File: config.mk
export PLATFORM = sky130hd
export DESIGN_NAME = serial_8bit_subtractor_flat
export DESIGN_NICKNAME = d
export VERILOG_FILES = /design/src/rtl/serial_8bit_subtractor_pkg.sv /design/src/rtl/serial_8bit_subtractor_if.sv /design/src/rtl/serial_8bit_subtractor_cell.sv /design/src/rtl/serial_8bit_subtractor.sv /design/src/flat_wrapper.sv
export SDC_FILE = /design/constraint.sdc
export NUM_CORES = 1
export LEC_CHECK = 0
export ABC_AREA = 1
export BUFFER_PORTS_ARGS = -buffer_cell sky130_fd_sc_hd__buf_2
export CORE_UTILIZATION = 41
export DETAILED_ROUTE_END_ITERATION = 8
export PLACE_DENSITY = 0.62
export SETUP_SLACK_MARGIN = 0.3
export SLEW_MARGIN = 20
export SYNTH_ARGS = -nofsm -noshare
export SYNTH_HDL_FRONTEND = slang
export SYNTH_SLANG_ARGS = --single-unit
File: constraint.sdc
create_clock -name clk -period 3.83 [get_ports clk]
set_input_delay 0.1915 -clock clk [delete_from_list [all_inputs] [get_ports clk]]
set_output_delay 0.1915 -clock clk [all_outputs]
set_load 0.005 [all_outputs]
File: src/rtl/serial_8bit_subtractor_pkg.sv
// sub_pkg: shared FSM state encoding and default operand width for the serial subtractor.
package sub_pkg;
    typedef enum logic [1:0] {IDLE, BUSY, DONE} state_t;
    localparam int DEF_WIDTH = 8;
endpackage

File: src/rtl/serial_8bit_subtractor_if.sv
// serial_8bit_subtractor_if: operand/result handshake bundle between a requester and the subtractor.
interface serial_8bit_subtractor_if
    import sub_pkg::*;
#(
    parameter int WIDTH = DEF_WIDTH
);
    logic             in_valid;
    logic             in_ready;
    logic [WIDTH-1:0] a;
    logic [WIDTH-1:0] b;
    logic             bin;
    logic             out_valid;
    logic             out_ready;
    logic [WIDTH-1:0] diff;
    logic             bout;
    logic             ovf;
    logic             busy;
    modport master (
        output in_valid, a, b, bin, out_ready,
        input  in_ready, out_valid, diff, bout, ovf, busy
    );
    modport slave (
        input  in_valid, a, b, bin, out_ready,
        output in_ready, out_valid, diff, bout, ovf, busy
    );
endinterface

File: src/rtl/serial_8bit_subtractor_cell.sv
// full_subtractor_cell: one-bit full subtractor, d = a - b - bin with borrow-out.
module full_subtractor_cell (
    input  logic a,
    input  logic b,
    input  logic bin,
    output logic d,
    output logic bout
);
    assign d    = a ^ b ^ bin;
    assign bout = (~a & b) | (~(a ^ b) & bin);
endmodule

File: src/rtl/serial_8bit_subtractor.sv
// serial_8bit_subtractor: bit-serial a - b - bin, one bit per cycle LSB first, valid/ready on both sides.
module serial_8bit_subtractor
    import sub_pkg::*;
#(
    parameter int WIDTH = DEF_WIDTH
) (
    input  logic clk,
    input  logic rst_n,
    serial_8bit_subtractor_if.slave bus
);
    localparam int CW = $clog2(WIDTH);
    state_t           state_q, state_d;
    logic [CW-1:0]    cnt_q, cnt_d;
    logic [WIDTH-1:0] a_q, a_d, b_q, b_d, acc_q, acc_d, diff_q, diff_d;
    logic             br_q, br_d, bout_q, bout_d, ovf_q, ovf_d;
    logic             cell_d, cell_bout, last;
    full_subtractor_cell u_cell (
        .a    (a_q[cnt_q]),
        .b    (b_q[cnt_q]),
        .bin  (br_q),
        .d    (cell_d),
        .bout (cell_bout)
    );
    assign last          = cnt_q == CW'(WIDTH - 1);
    assign bus.in_ready  = state_q == IDLE;
    assign bus.out_valid = state_q == DONE;
    assign bus.busy      = state_q == BUSY;
    assign bus.diff      = diff_q;
    assign bus.bout      = bout_q;
    assign bus.ovf       = ovf_q;
    always_comb begin
        state_d = state_q;
        cnt_d   = cnt_q;
        a_d     = a_q;
        b_d     = b_q;
        br_d    = br_q;
        acc_d   = acc_q;
        diff_d  = diff_q;
        bout_d  = bout_q;
        ovf_d   = ovf_q;
        case (state_q)
            IDLE: if (bus.in_valid) begin
                state_d = BUSY;
                a_d     = bus.a;
                b_d     = bus.b;
                br_d    = bus.bin;
                cnt_d   = '0;
            end
            BUSY: begin
                acc_d = {cell_d, acc_q[WIDTH-1:1]};
                br_d  = cell_bout;
                cnt_d = last ? cnt_q : cnt_q + 1'b1;
                // Published result only changes on completion so diff keeps the last answer during BUSY
                if (last) begin
                    state_d = DONE;
                    diff_d  = acc_d;
                    bout_d  = cell_bout;
                    ovf_d   = (a_q[WIDTH-1] != b_q[WIDTH-1]) && (cell_d != a_q[WIDTH-1]);
                end
            end
            DONE: state_d = bus.out_ready ? IDLE : DONE;
            default: state_d = IDLE;
        endcase
    end
    always_ff @(posedge clk) begin
        if (!rst_n) begin
            state_q <= IDLE;
            cnt_q   <= '0;
            a_q     <= '0;
            b_q     <= '0;
            br_q    <= 1'b0;
            acc_q   <= '0;
            diff_q  <= '0;
            bout_q  <= 1'b0;
            ovf_q   <= 1'b0;
        end else begin
            state_q <= state_d;
            cnt_q   <= cnt_d;
            a_q     <= a_d;
            b_q     <= b_d;
            br_q    <= br_d;
            acc_q   <= acc_d;
            diff_q  <= diff_d;
            bout_q  <= bout_d;
            ovf_q   <= ovf_d;
        end
    end
endmodule

File: src/flat_wrapper.sv
// flat-port wrapper written by rule: the top's interface ports become plain ports
module serial_8bit_subtractor_flat import sub_pkg::*;
#(
    parameter int WIDTH = DEF_WIDTH
)
  (clk, rst_n, bus_in_valid, bus_a, bus_b, bus_bin, bus_out_ready, bus_in_ready, bus_out_valid, bus_diff, bus_bout, bus_ovf, bus_busy);
  serial_8bit_subtractor_if #(.WIDTH(WIDTH)) bus_i ();
  input  logic clk;
  input  logic rst_n;
  input wire logic [$bits(bus_i.in_valid)-1:0] bus_in_valid;
  input wire logic [$bits(bus_i.a)-1:0] bus_a;
  input wire logic [$bits(bus_i.b)-1:0] bus_b;
  input wire logic [$bits(bus_i.bin)-1:0] bus_bin;
  input wire logic [$bits(bus_i.out_ready)-1:0] bus_out_ready;
  output wire logic [$bits(bus_i.in_ready)-1:0] bus_in_ready;
  output wire logic [$bits(bus_i.out_valid)-1:0] bus_out_valid;
  output wire logic [$bits(bus_i.diff)-1:0] bus_diff;
  output wire logic [$bits(bus_i.bout)-1:0] bus_bout;
  output wire logic [$bits(bus_i.ovf)-1:0] bus_ovf;
  output wire logic [$bits(bus_i.busy)-1:0] bus_busy;
  assign bus_i.in_valid = bus_in_valid;
  assign bus_i.a = bus_a;
  assign bus_i.b = bus_b;
  assign bus_i.bin = bus_bin;
  assign bus_i.out_ready = bus_out_ready;
  assign bus_in_ready = bus_i.in_ready;
  assign bus_out_valid = bus_i.out_valid;
  assign bus_diff = bus_i.diff;
  assign bus_bout = bus_i.bout;
  assign bus_ovf = bus_i.ovf;
  assign bus_busy = bus_i.busy;
  serial_8bit_subtractor #(.WIDTH(WIDTH)) u_core (.clk(clk), .rst_n(rst_n), .bus(bus_i));
endmodule
==> out/qor.txt, run 1 <==
========================================================================================================
Internal Pwr Total                                                                              0.640 mW
Final Routed Wirelength                                                                          3460 um
Clk network pwr share                                                                              0.310
I/O Pins                                                                                              34
Number of endpoints with negative hold slack in the final report                                       0
Core Area                                                                                       4090 um2
Placed Cells incl. Taps                                                                              325
Synthesis Warnings                                                                                     0
Worst Hold Class                                                                               in -> reg
Post-CTS clock slew at the launch and capture registers of the worst setup and hold paths        0.07 ns
Worst slew pin tran                                                                             0.474 ns
Final standard cell count with taps included and fillers excluded                                    332
Kind of start point of the critical path                                                            flop
Count of nets left with antenna violations after detail routing                                        0
IO buf count                                                                                          33
RD Place Congestion                                                                                0.786
Post-detailed-placement cell area                                                               1920 um2
TritonCTS buffer count                                                                                 5
Per-cell via count in the routed design                                                             4.71
Initial Util                                                                                       0.436
Required time at the endpoint of the critical path                                               4.02 ns
Maximum number of pins on one net before global-route repair                                          30
Count of routing violations after the opening detailed-route iteration                                97
Number of antenna violations at the first check in global routing                                      0
Cell repeated most along the worst path                                                          nand2_1
Clock Root Buffer                                                                               clkbuf_8
Pwr dens                                                                                      450 nW/um2
Critical path peak fanout                                                                             10
Maximum capacitance violations                                                                         0
Post-layout utilization of the core                                                                0.491
Hold-fix buffers at CTS                                                                                0
Setup repair bufs after CTS                                                                            0
Net switching power                                                                             0.263 mW
Overall power after layout                                                                      0.903 mW
Mapped Area                                                                                     1780 um2
Overflow left after global routing                                                                     0
RSZ-0062 raised after global routing                                                                  no
Max transition margin                                                                              0.684
Final worst setup slack                                                                          1.73 ns
Avg Synthesized Cell Area                                                                       7.02 um2
Worst-case clock buffer depth                                                                          2
Internal reg-to-reg setup slack                                                                  1.73 ns
Longest individual stage delay on the worst path                                                 0.53 ns
Max rail drop VDD                                                                               0.250 mV
Post-route cell area                                                                            2010 um2
Wire length of the first global-routing pass                                                     6090 um
Status                                                                                         completed
Final clock period utilization by the worst path                                                   0.547
Setup Viol. Count Final                                                                                0
Sequential cell area fraction in the yosys report                                                  0.438
GRT Overall Usage                                                                                  0.178
Flip-flop and latch count after synthesis                                                             39
Proportion of power drawn by flip-flops and latches                                                0.512
Number of search-and-repair iterations in the first detailed-routing pass                              4
Average wire per cell in the routed design                                                       10.4 um
Post-placement setup slack                                                                       1.75 ns
Number of global-route vias before repair                                                           1421
Die area                                                                                        4620 um2
Setup_tns                                                                                           0 ns
Skew-Pair Late Insertion Delay                                                                   0.29 ns
Die outline height                                                                               67.9 um
Row count                                                                                             23
Post-CTS Resized                                                                                       0
DR vias                                                                                             1563
Final Slew Violations                                                                                  0
X dimension of the die                                                                           67.9 um
Switching share of total power                                                                     0.291
Antenna diode count                                                                                    0
Synth Net Count                                                                                      278
Number of nets in the final layout                                                                   306
Residual DRC count                                                                                     0
Crit path arrival time                                                                           2.29 ns
Unique masters post-synth                                                                             22
TritonCTS clock tree                                                                               built
Fraction of final layout cells with drive strength greater than 1                                  0.167
Static Leak                                                                                     0.936 nW
Critical Path Slowest Stage Cell                                                                    fa_1
Max H-tree Level                                                                                       2
Peak clock frequency supported by timing                                                         477 MHz
Comb power frac                                                                                    0.179
Clock period minus final worst setup slack                                                       2.10 ns
Post-detail-place hpwl                                                                           2380 um
Synthesized netlist cell count                                                                       254
Number of clock sinks seen by CTS                                                                     39
Kind of end point of the critical path                                                              flop
Hold Worst Slack                                                                                0.138 ns
Worst path cell trace                                                                       clkinv_1, nand2_1, nand3_1, nand3_1, nand2_1, fa_1, nor2_1, nand2_1, nand3b_1, nand2_1, inv_1
Class of the most critical setup path                                                         reg -> reg
Layout overhead on the synthesized area                                                            12.5%
Worst clock skew                                                                              0.00807 ns
========================================================================================================
## layout make-up
cell class | instances | area (um2)
clock buffer | 6 | 82.6
clock inverter | 1 | 5.00
fill | 455 | 2080
inverter | 29 | 114
multi-input combinational | 174 | 796
sequential | 39 | 781
tap | 50 | 62.6
timing repair buffer | 33 | 165
## registers in the layout, indices dropped and copies added, names as in the netlist
register and flops:
u_core.a_q 8, u_core.b_q 8, u_core.bus.diff 8, u_core.acc_q 7, u_core.cnt_q 3, u_core.state_q 2, u_core.br_q 1, u_core.bus.bout 1
u_core.bus.ovf 1
## cells in the final DEF (no fill, tap or decap)
cell type,n
buf_2,33
inv_2,2
clkbuf_8,6
nand3_2,1
a21oi_1,12
fa_1,1
inv_1,25
ha_1,2
nand2_4,1
clkinv_1,1
nand3b_1,2
inv_6,1
o21ai_1,4
clkinv_2,1
o21ai_0,20
nand2_1,48
nand3_1,22
nor2_4,2
nor2_1,59
dfxtp_1,39
## critical path, delay by kind of cell (launching register included)
| kind | cells | cell delay [ns] |
|---|---|---|
| and+or+nand+nor | 8 | 0.59 |
| adders and majority gates | 1 | 0.53 |
| DFF | 1 | 0.52 |
| buffers and inverters | 2 | 0.35 |
## power groups by stage
stage	clock network (mW)	logic [mW]	registers, mW
finish	0.279	0.161	0.462
CTS	0.286	0.164	0.462
global placement	0	0.162	0.471
global route	0.304	0.191	0.467
detailed placement	0	0.164	0.471
floorplan	0	0.144	0.461
## kinds of logic after synthesis
logic type | synth area share
simple gates | 0.320
buf+inv | 0.116
flops | 0.438
compound gates | 0.101
fa+ha+maj | 0.0253
## Yosys cell counts (all sizes together)
cell type / number / area share
a21oi: 12 / 0.034
nor2: 61 / 0.14
nand3: 23 / 0.067
clkbuf: 3 / 0.0063
inv: 28 / 0.062
buf: 9 / 0.046
clkinv: 1 / 0.0021
ha: 2 / 0.014
nand2: 49 / 0.11
o21ai: 24 / 0.067
dfxtp: 39 / 0.44
fa: 1 / 0.011
nand3b: 2 / 0.0084
## worst paths after layout
check	to	start	cells after the start
max	u_core.bus.ovf$_SDFFE_PN0P_	u_core.cnt_q[0]$_SDFFE_PN0P_	11
min	u_core.a_q[4]$_SDFFE_PN0P_	bus_a[4]	3
max reg2reg	u_core.bus.ovf$_SDFFE_PN0P_	u_core.cnt_q[0]$_SDFFE_PN0P_	11
min reg2reg	u_core.bus.diff[4]$_SDFFE_PN0P_	u_core.bus.diff[4]$_SDFFE_PN0P_	2
## layer usage
metal,GRT usage,share of wire,vias up
li1,-,-,840
met1,0.203,0.48,683
met2,0.305,0.46,32
met3,0.0400,0.037,8
met4,0.0938,0.021,0
met5,0,0,-
Power figures use the tool's default switching activity.
==> inputs of run 2 (changes only) <==
- PLACE_DENSITY: 0.62 -> 0.64
- clock period: 3.83 -> 1.7 ns (I/O delays scaled with it)
==> out/qor.txt, run 2 (synthesis gave the netlist of run 1 again) <==
========================================================================================================
Status                                                                                      finished with violations
Violated checks                                                                             setup timing
Kind of end point of the critical path                                                              flop
Post-detail-place hpwl                                                                           2530 um
Worst slew pin tran                                                                             0.370 ns
Net switching power                                                                             0.621 mW
Number of nets in the final layout                                                                   316
Row count                                                                                             23
Worst path cell trace                                                                       buf_6, nand2_2, nand3_2, nand2_2, nand2_1, nand2_1, fa_1, nor2_1, nand2_1, nand3b_1, nand2_1, inv_1
Top cell family by delay on the critical path                                                adder cells
Final Slew Violations                                                                                  0
Maximum number of pins on one net before global-route repair                                          27
Skew-Pair Late Insertion Delay                                                                   0.29 ns
Switching share of total power                                                                     0.289
Most frequent standard cell in the layout excluding fill and tap cells                            nor2_1
Number of antenna violations at the first check in global routing                                      0
Worst path buffer plus inverter count                                                                  2
RSZ-0062 raised after global routing                                                                 yes
Required time at the endpoint of the critical path                                               1.90 ns
X dimension of the die                                                                           67.9 um
IO buf count                                                                                          33
Met3 layer usage reported by global route                                                         0.0400
Count of nets left with antenna violations after detail routing                                        0
Per-cell via count in the routed design                                                             4.70
TritonCTS clock tree                                                                               built
Placed Cells incl. Taps                                                                              331
Wire length of the first global-routing pass                                                     6190 um
Overflow left after global routing                                                                     0
I/O Pins                                                                                              34
Final worst setup slack                                                                       -0.0251 ns
Max rail drop VDD                                                                               0.616 mV
Clock period minus final worst setup slack                                                       1.73 ns
Worst-case clock buffer depth                                                                          2
Max transition margin                                                                              0.753
Pwr dens                                                                                     1010 nW/um2
Number of global-route vias before repair                                                           1460
Peak clock frequency supported by timing                                                         580 MHz
Number of endpoints with negative hold slack in the final report                                       0
Met2 Resource Use GR                                                                               0.333
Post-placement setup slack                                                                    -0.0880 ns
Residual DRC count                                                                                     0
Number of clock sinks seen by CTS                                                                     39
Proportion of power drawn by flip-flops and latches                                                0.483
Post-CTS clock slew at the launch and capture registers of the worst setup and hold paths        0.08 ns
DR vias                                                                                             1612
Initial Util                                                                                       0.436
TritonCTS buffer count                                                                                 5
Clock Root Buffer                                                                               clkbuf_8
Class of the most critical setup path                                                         reg -> reg
Post-route cell area                                                                            2130 um2
Count of routing violations after the opening detailed-route iteration                                55
Setup Viol. Count Final                                                                                1
RD Place Congestion                                                                                0.781
Antenna diode count                                                                                    0
Post-detailed-placement cell area                                                               1970 um2
GRT Overall Usage                                                                                  0.183
Longest individual stage delay on the worst path                                                 0.55 ns
Average wire per cell in the routed design                                                       10.7 um
Internal Pwr Total                                                                               1.53 mW
Number of search-and-repair iterations in the first detailed-routing pass                              4
Die outline height                                                                               67.9 um
Kind of start point of the critical path                                                            flop
Core Area                                                                                       4090 um2
Worst clock skew                                                                              0.00577 ns
Grt peak-use layer                                                                                  met2
Final clock period utilization by the worst path                                                    1.01
Global-route track usage on met1                                                                   0.197
Worst Hold Class                                                                               in -> reg
Commonest non-fill, non-tap cells in the layout                                             nor2_1, nand2_1, dfxtp_1, buf_2, inv_1
Final standard cell count with taps included and fillers excluded                                    343
Critical path peak fanout                                                                              6
Die area                                                                                        4620 um2
Critical Path Slowest Stage Cell                                                                    fa_1
Fraction of final layout cells with drive strength greater than 1                                  0.222
Max H-tree Level                                                                                       2
Crit path arrival time                                                                           1.92 ns
Cell repeated most along the worst path                                                          nand2_1
Layout overhead on the synthesized area                                                            19.5%
Comb power frac                                                                                    0.198
Maximum capacitance violations                                                                         0
Static Leak                                                                                     0.997 nW
Final Routed Wirelength                                                                          3660 um
Clk network pwr share                                                                              0.320
========================================================================================================
-- run 2: routing by layer --
layer / routed length (um) / share of wire
met1: 1660 / 0.45
met4: 62 / 0.017
met2: 1800 / 0.49
met5: 0 / 0
met3: 138 / 0.038
-- run 2: per-stage QoR --
stage	power, mW	hold slack, ns	utilization	TNS [ns]
finish	2.15	0.0257	0.521	-0.0251
CTS	2.16	0.0266	0.520	-0.0160
global placement	1.44	0.322	0.482	-0.0274
floorplan	1.37	0.230	-	0
detailed placement	1.45	0.328	0.482	-0.126
global route	2.28	0.0357	0.521	-0.239
-- run 2: area by class of cell --
type | count | area, um2
repair buffers | 43 | 244
fillers | 452 | 1960
clock buffers | 8 | 100
inverters | 29 | 119
flip-flops and latches | 39 | 785
well taps | 50 | 62.6
multi-input cells | 174 | 821
-- run 2: worst min-delay path, cell delays in order --
cell     delay [ns]
buf_2          0.07
o21ai_1        0.05
nor2_1         0.07
-- run 2: power by group through the flow --
stage / clock network, mW / registers (mW) / logic [mW]
after floorplan: 0 / 1.04 / 0.327
after global placement: 0 / 1.06 / 0.383
after detailed placement: 0 / 1.06 / 0.390
after CTS: 0.703 / 1.04 / 0.421
after global routing: 0.748 / 1.05 / 0.486
final: 0.687 / 1.04 / 0.425
-- run 2: what timing repair did --
action | 4_1_cts | 5_1_grt
setup endpoints to repair | 17 | 18
resized for setup | 9 | 3
hold buffers | 0 | 0
buffers inserted | 4 | 0
pin swaps | 7 | 2
-- run 2: path summary, 6_finish.rpt --
check | from | end | slack (ns) | cells after the start
worst max-delay path | u_core.cnt_q[0]$_SDFFE_PN0P_ | u_core.bus.ovf$_SDFFE_PN0P_ | -0.03 | 12
worst min-delay path | bus_a[4] | u_core.a_q[4]$_SDFFE_PN0P_ | 0.03 | 3
worst max register to register | u_core.cnt_q[0]$_SDFFE_PN0P_ | u_core.bus.ovf$_SDFFE_PN0P_ | -0.03 | 12
worst min register to register | u_core.bus.diff[5]$_SDFFE_PN0P_ | u_core.bus.diff[5]$_SDFFE_PN0P_ | 0.46 | 2
